==> config.mk <==
export PLATFORM = sky130hd
export DESIGN_NAME = interrupt_controller
export DESIGN_NICKNAME = d
export VERILOG_FILES = /design/src/rtl/interrupt_controller.sv
export SDC_FILE = /design/constraint.sdc
export NUM_CORES = 1
export LEC_CHECK = 0
export CAP_MARGIN = 10
export CORE_MARGIN = 1.5
export CORE_UTILIZATION = 30
export DETAILED_ROUTE_END_ITERATION = 6
export HOLD_SLACK_MARGIN = 0.08
export PLACE_DENSITY = 0.73
export RECOVER_POWER = 25
export SYNTH_ARGS = -nofsm -noshare
export SYNTH_HDL_FRONTEND = slang
export SYNTH_SLANG_ARGS = --single-unit
==> constraint.sdc <==
create_clock -name clock -period 1.23 [get_ports clock]
set_input_delay 0.369 -clock clock [delete_from_list [all_inputs] [get_ports clock]]
set_output_delay 0.369 -clock clock [all_outputs]
set_load 0.02 [all_outputs]
==> src/rtl/interrupt_controller.sv <==
// Prioritised interrupt controller for the multicycle control unit; optional IRQ_SYNC_EN adds 2-flop irq synchronizers.
// Latency: irq edge -> pending 1 cycle (3 with IRQ_SYNC_EN), pending -> irq_req 1 cycle; holds requests until eret.
module interrupt_controller #(
    parameter int          NUM_IRQ     = 4,
    parameter logic [31:0] VECTOR_BASE = 32'h0000_0100
) (
    input  logic               clock,
    input  logic               reset,
    input  logic [NUM_IRQ-1:0] irq,
    input  logic               cfg_wr,
    input  logic [31:0]        cfg_wdata,
    input  logic [31:0]        pc_in,
    input  logic               irq_ack,
    input  logic               eret,
    output logic               irq_req,
    output logic               in_service,
    output logic [31:0]        epc,
    output logic [2:0]         cause,
    output logic [31:0]        vector,
    output logic [NUM_IRQ-1:0] pending
);

    typedef enum logic [1:0] {IDLE, REQ, SERVICE} state_t;

    state_t             state, state_nxt;
    logic [NUM_IRQ-1:0] irq_s;
    logic [NUM_IRQ-1:0] hist;
    logic [NUM_IRQ-1:0] enable;
    logic               gie;
    logic [NUM_IRQ-1:0] masked;
    logic [NUM_IRQ-1:0] eff_en;
    logic               eff_gie;
    logic [NUM_IRQ-1:0] clr_mask;
    logic [NUM_IRQ-1:0] pending_nxt;
    logic [2:0]         sel;
    logic               gie_nxt;
    logic               take;
    logic               ret;
    logic               unused_cfg;

    assign unused_cfg = ^cfg_wdata[30:NUM_IRQ];

`ifdef IRQ_SYNC_EN
    logic [NUM_IRQ-1:0] sync1, sync2;
    always_ff @(posedge clock) begin
        if (!reset) begin
            sync1 <= '0;
            sync2 <= '0;
        end else begin
            sync1 <= irq;
            sync2 <= sync1;
        end
    end
    assign irq_s = sync2;
`else
    assign irq_s = irq;
`endif

    assign masked     = pending & enable;
    assign take       = (state == REQ) && irq_ack;
    assign ret        = (state == SERVICE) && eret;
    assign irq_req    = (state == REQ);
    assign in_service = (state == SERVICE);
    assign vector     = VECTOR_BASE + {26'd0, cause, 3'b000};

    // A config write in REQ is judged on the values being written, so irq_req drops right after it.
    assign eff_en  = cfg_wr ? cfg_wdata[NUM_IRQ-1:0] : enable;
    assign eff_gie = cfg_wr ? cfg_wdata[31] : gie;

    always_comb begin
        sel = 3'd0;
        for (int i = NUM_IRQ - 1; i >= 0; i--) begin
            if (masked[i]) sel = 3'(i);
        end
    end

    always_comb begin
        clr_mask = '0;
        for (int i = 0; i < NUM_IRQ; i++) begin
            clr_mask[i] = take && (sel == 3'(i));
        end
        // A fresh edge on the serviced line in the ack cycle survives the clear.
        pending_nxt = (pending & ~clr_mask) | (irq_s & ~hist);

        gie_nxt = eff_gie;
        if (take) gie_nxt = 1'b0;
        if (ret)  gie_nxt = 1'b1;
    end

    always_comb begin
        state_nxt = state;
        case (state)
            IDLE: begin
                if (gie && (|masked)) state_nxt = REQ;
            end
            REQ: begin
                if (irq_ack)
                    state_nxt = SERVICE;
                else if (!(|(pending & eff_en)) || !eff_gie)
                    state_nxt = IDLE;
            end
            SERVICE: begin
                if (eret) state_nxt = IDLE;
            end
            default: state_nxt = IDLE;
        endcase
    end

    always_ff @(posedge clock) begin
        if (!reset) begin
            state   <= IDLE;
            hist    <= '0;
            pending <= '0;
            enable  <= '0;
            gie     <= 1'b0;
            epc     <= '0;
            cause   <= '0;
        end else begin
            state   <= state_nxt;
            hist    <= irq_s;
            pending <= pending_nxt;
            gie     <= gie_nxt;
            if (cfg_wr) enable <= cfg_wdata[NUM_IRQ-1:0];
            if (take) begin
                epc   <= pc_in;
                cause <= sel;
            end
        end
    end

endmodule

# [Word level (Yosys, flattened, before mapping)]
# Cells that the tools add are included.
[totals] output_inout_bits=73 in_bits=73 ram_bits=0 n_memories=0 latchBits=0 mem_bits_ro=0 regBits=50
[op_classes] bitwise=7 shift=0 n_eq_ne=8 muxes=13 n_lt_le_gt_ge=0 div=0 addsub=1 n_mul=0 reduce_logical=15
[ops] cell="$and 4x4->4" count=4
[ops] cell="$add 9x6->10 const A" count=1
[ops] cell="$mux 2" count=5
[ops] cell="$mux 3" count=3
[ops] cell="$not 4->4" count=2
[ops] cell="$reduce_or 4->1" count=2
[ops] cell="$logic_and 1x1->1" count=7
[ops] cell="$eq 3x2->1 const B" count=2
[ops] cell="$pmux 2 s3" count=1
[ops] cell="$mux 4" count=1
[ops] cell="$ne 2x2->1 const B" count=2
[ops] cell="$or 4x4->4" count=1
[ops] cell="$eq 3x1->1 const B" count=1
[ops] cell="$logic_not 3->1" count=1
[ops] cell="$mux 1" count=3
[ops] cell="$ne 3x2->1 const B" count=1
[ops] cell="$reduce_and 3->1" count=1
[ops] cell="$eq 2x1->1 const B" count=1
[ops] cell="$eq 2x2->1 const B" count=1
[ops] cell="$logic_not 1->1" count=2
[ops] cell="$logic_not 2->1" count=1
[ops] cell="$logic_or 1x1->1" count=1

# [Depth between registers and ports, before layout]
[logic_depth] word_depth=10 mapped_depth=5

# [Least setup slack after synthesis]
# No wires, ideal clock.
[synth_path] path_type="reg2reg" from="register pending[1]" to="register pending[1]" setup_ns=0.116 n_path_buf=0 required_time_ns=1.114 path_slack_ns=-0.028 stages_incl_launch_ff=5 arrival_ns=1.142 period_less_slack_ns=1.258 path_cell_list="dfxtp_1 -> a22o_1 -> o21ai_2 -> nand3b_1 -> a31o_2"
[synth_via] elab_chain_len=8
[synth_lines] item="start: declaration" line_no="20" source="output logic [NUM_IRQ-1:0] pending"
[synth_lines] item="start signal: assignment" line_no="121" source="pending <= pending_nxt;"
[synth_lines] item="$and 4x4->4" line_no="59" source="assign masked = pending & enable;"
[synth_lines] item="$mux 3 (2 in series)" line_no="73" source="if (masked[i]) sel = 3'(i);"
[synth_lines] item="$eq 3x1->1" line_no="80" source="clr_mask[i] = take && (sel == 3'(i));"
[synth_lines] item="$logic_and 1x1->1" line_no="80"
[synth_lines] item="$not 4->4" line_no="83" source="pending_nxt = (pending & ~clr_mask) | (irq_s & ~hist);"
[synth_lines] item="$and 4x4->4 *" line_no="83"
[synth_lines] item="$or 4x4->4 *" line_no="83"
# Mark *: on every way between the ends. The rest lies on a longest branch, timed or not.
# A chain may end at the register's enable or synchronous reset.

# [Worst setup path after layout]
[layout_path] from="register state[0]" to="output port irq_req"
[layout_via] elab_chain_len=1
[layout_lines] item="start: declaration" line_no="25" source="state_t state, state_nxt;"
[layout_lines] item="start signal: assignment" line_no="119" source="state <= state_nxt;"
[layout_lines] item="$eq 2x1->1" line_no="62" source="assign irq_req = (state == REQ);"
[layout_lines] item="end: declaration" line_no="15" source="output logic irq_req,"
# Every way passes these cells.

==> summary.txt <==
Run status
  – Status: finished with violations
  – Failing checks: setup timing

Layout
  – Layout Nets: 432
  – Post-route core utilization: 0.482
  – Antenna Cells: 0
  – Layout area overhead: 56.8%
  – Share of layout cells above drive strength 1: 0.359
  – Filler cell count: 706

Yosys
  – Synthesis Warnings: 0
  – Post-Synth XOR/XNOR Area: 0
  – Syn Area/Cell: 8.67 um^2
  – Compound-Gate Fraction of Synth Area: 0.164
  – Largest family of logic cells by synthesized area: simple AND/OR/NAND/NOR gates
  – Synth unique cells: 34
  – Seq cells post-synth: 49
  – Mapped cell area: 2200 um^2
  – Adder-cell share of the synthesized area: 0
  – Sequential fraction of the synthesis area: 0.445
  – Simple-Gate Fraction of Synth Area: 0.206
  – Post-synthesis async set-or-reset flop share: 0
  – Mux contribution to synthesized area: 0.0227
  – EDFF count, synth: 0
  – Post-Syn Instances: 254
  – Top_reg_cell synth: dfxtp_1

Min path
  – Hold path cells: 2
  – HP Class: flip-flop to flip-flop
  – Worst min-delay path endpoint: epc[18]$_SDFFE_PN0P_
  – Min-delay src: epc[18]$_SDFFE_PN0P_

Floorplan
  – Core box area: 7180 um^2
  – Chip Height: 88.7 um
  – Die X: 88.7 um
  – Row count: 31
  – Initial core utilization: 0.307
  – Die ar.: 7870 um^2
  – # IOs: 146

Critical path
  – Worst-path cell chain: nor2b_4 -> buf_6
  – Reg2reg end: gie$_SDFF_PN0_
  – CP required: 0.86 ns
  – Crit path max fanout: 4
  – Levels on crit path: 2
  – Worst setup EP type: output pin
  – CP Class: flip-flop to output pin
  – Reg2reg start: state[1]$_SDFFE_PN0P_
  – Worst path bufs/invs: 1
  – Crit path arrival time: 0.97 ns
  – Flop2flop setup slack: -0.11 ns
  – CP Launch Type: flip-flop
  – R2R cell count: 6
  – Crit-path leading delay family: flip-flops
  – Delay of the slowest cell on the worst path: 0.39 ns
  – Slowest CP cell: dfxtp_4

Routing
  – Via density: 4.28
  – Via count: 1958
  – Drt drc: 0
  – Routed length per placed instance: 13.0 um
  – TritonRoute pass-1 iters: 3
  – Final ANT Viol Nets: 0
  – Starting DRC count in detailed routing: 52
  – DRT Wirelength: 5940 um

STA
  – Pins Over Slew Limit: 0
  – Final min period: 1.34 ns
  – Total negative slack: -2.63 ns
  – PnR worst setup slack: -0.111 ns
  – Fin. Hold Viols: 0
  – Worst Skew: 0.0132 ns
  – Max Freq: 0.746 GHz
  – RSZ-0062 raised after global routing: yes
  – Final Setup Violations: 41
  – Final cycle utilization of the critical path: 1.09
  – Hold Worst Slack: 0.448 ns

Place
  – RD Place Congestion: 0.815
  – HPWL after DPL: 3880 um
  – Number of port buffers: 87

Clock network
  – Skew-Pair Late Insertion Delay: 0.30 ns
  – CTS max path bufs: 2
  – H-tree depth: 2
  – Inserted Clock Buffers: 5
  – Clock transition at path regs: 0.10 ns
  – CTS sink cnt: 49
  – CTS tree: built
  – CTS root buf: clkbuf_8
  – Hold-fix buffers at CTS: 0

Global routing
  – First-pass GRT wire length: 8230 um
  – Global route overflow: 0
  – Vias in the first global route: 1689
  – Largest net degree at the start of global routing: 28
  – Initial antenna violation count: 0
  – GRT Total Usage: 0.139

Flow run
  – Max Cap Viol: 0

Pwr
  – Leakage: 1.59 nW
  – Power Dens Cells: 909 nW/um^2
  – VDD IR max: 0.398 mV
-- how the worst max path moves through the flow --
stage                          start                     to  slack (ns)
2_1_floorplan  pending[0]$_SDFF_PN0_  pending[1]$_SDFF_PN0_       0.004
3_3_place_gp                  cfg_wr  state[0]$_SDFFE_PN0P_       -0.45
3_5_place_dp                  cfg_wr  state[0]$_SDFFE_PN0P_       -0.48
4_1_cts        state[0]$_SDFFE_PN0P_                irq_req       -0.15
5_1_grt        state[0]$_SDFFE_PN0P_                irq_req       -0.16
6_report       state[0]$_SDFFE_PN0P_                irq_req       -0.11
-- state kept, by name, summed over array words and instances, names as in the netlist --
register / count
pending: 4
hist: 4
state: 2
enable: 4
cause: 2
epc: 32
gie: 1
-- power breakdown --
| group | leakage [nW] | internal, mW | switching [mW] |
|---|---|---|---|
| Clock | 0.0433 | 0.445 | 0.525 |
| Combinational | 1.15 | 0.261 | 0.264 |
| Sequential | 0.402 | 1.62 | 0.0249 |
| Total | 1.59 | 2.33 | 0.814 |
-- cell type report --
class / count / area, um^2 / share of cell area
tap: 99 / 124 / 0.0358
clock buffer: 6 / 82.6 / 0.0239
clock inverter: 1 / 7.51 / 0.00217
inverter: 4 / 15.0 / 0.00434
sequential: 49 / 996 / 0.288
timing repair buffer: 116 / 1030 / 0.299
multi-input combinational: 183 / 1200 / 0.346
-- synthesized netlist by cell type, drive strengths merged (2+ instances only) --
master | number | area, um^2
inv | 4 | 15.0
o21a | 2 | 15.0
dfxtp | 49 | 981
and2 | 5 | 31.3
buf | 41 | 313
conb | 2 | 7.51
nand2 | 71 | 267
o21ai | 4 | 23.8
clkbuf | 6 | 22.5
and3b | 2 | 18.8
nand3 | 3 | 15.0
mux2i | 5 | 50.1
o22ai | 2 | 12.5
a21boi | 33 | 248
nand3b | 4 | 33.8
nor2 | 2 | 7.51
nor2b | 8 | 50.1
-- worst register-to-register path, delay by kind of cell, from the launching register on --
family / cells / cell delay, ns
compound gates: 1 / 0.05
simple gates: 2 / 0.43
flops: 1 / 0.37
buf+inv: 3 / 0.40
-- placed cells by master (no fill, tap or decap), drive strengths merged --
master / count
a31o: 1
a21boi: 33
conb: 31
inv: 4
clkinvlp: 1
nand4: 1
buf: 67
clkdlybuf4s50: 39
o22ai: 2
nand4bb: 1
nor2: 2
nor2b: 8
o211a: 1
nor3: 1
mux2i: 5
a31oi: 1
and3b: 2
nand4b: 1
clkbuf: 10
and2: 5
nand3: 3
dlygate4sd2: 2
a32o: 1
dlymetal6s2s: 1
a22oi: 1
dlygate4sd3: 3
a22o: 1
dfxtp: 49
o21ai: 4
nand3b: 4
o21a: 2
nand2: 71
a21oi: 1
-- layer usage --
layer | routed length [um] | up-vias | global-route usage | part of all wire
met5 | 0 | - | 0 | 0
met4 | 91 | 0 | 0.0483 | 0.015
met3 | 335 | 8 | 0.0243 | 0.056
met2 | 2960 | 83 | 0.240 | 0.50
met1 | 2560 | 899 | 0.173 | 0.43
li1 | - | 968 | - | -
-- timing repair --
item	4_1_cts	5_1_grt
endpoints found under the setup margin	82	49
buffers inserted	5	1
gates cloned	3	1
resized for setup	202	64
pin swaps	9	50
-- through the flow --
| step | std cells | area (um^2) | setup slack (ns) | total power [mW] |
|---|---|---|---|---|
| 3_3_place_gp | 442 | 3150 | -0.448 | 2.16 |
| 2_1_floorplan | 283 | 2310 | 0.00434 | 1.99 |
| 3_5_place_dp | 442 | 3150 | -0.484 | 2.17 |
| 5_1_grt | 458 | 3460 | -0.157 | 3.28 |
| 6_report | 458 | 3460 | -0.111 | 3.14 |
| 4_1_cts | 457 | 3230 | -0.147 | 3.16 |
-- logic make-up after synthesis --
family	count (synthesis)
compound gates	48
buf+inv	51
flops	49
mux	5
other cells	2
simple gates	99
(Power assumes the default switching activity.)
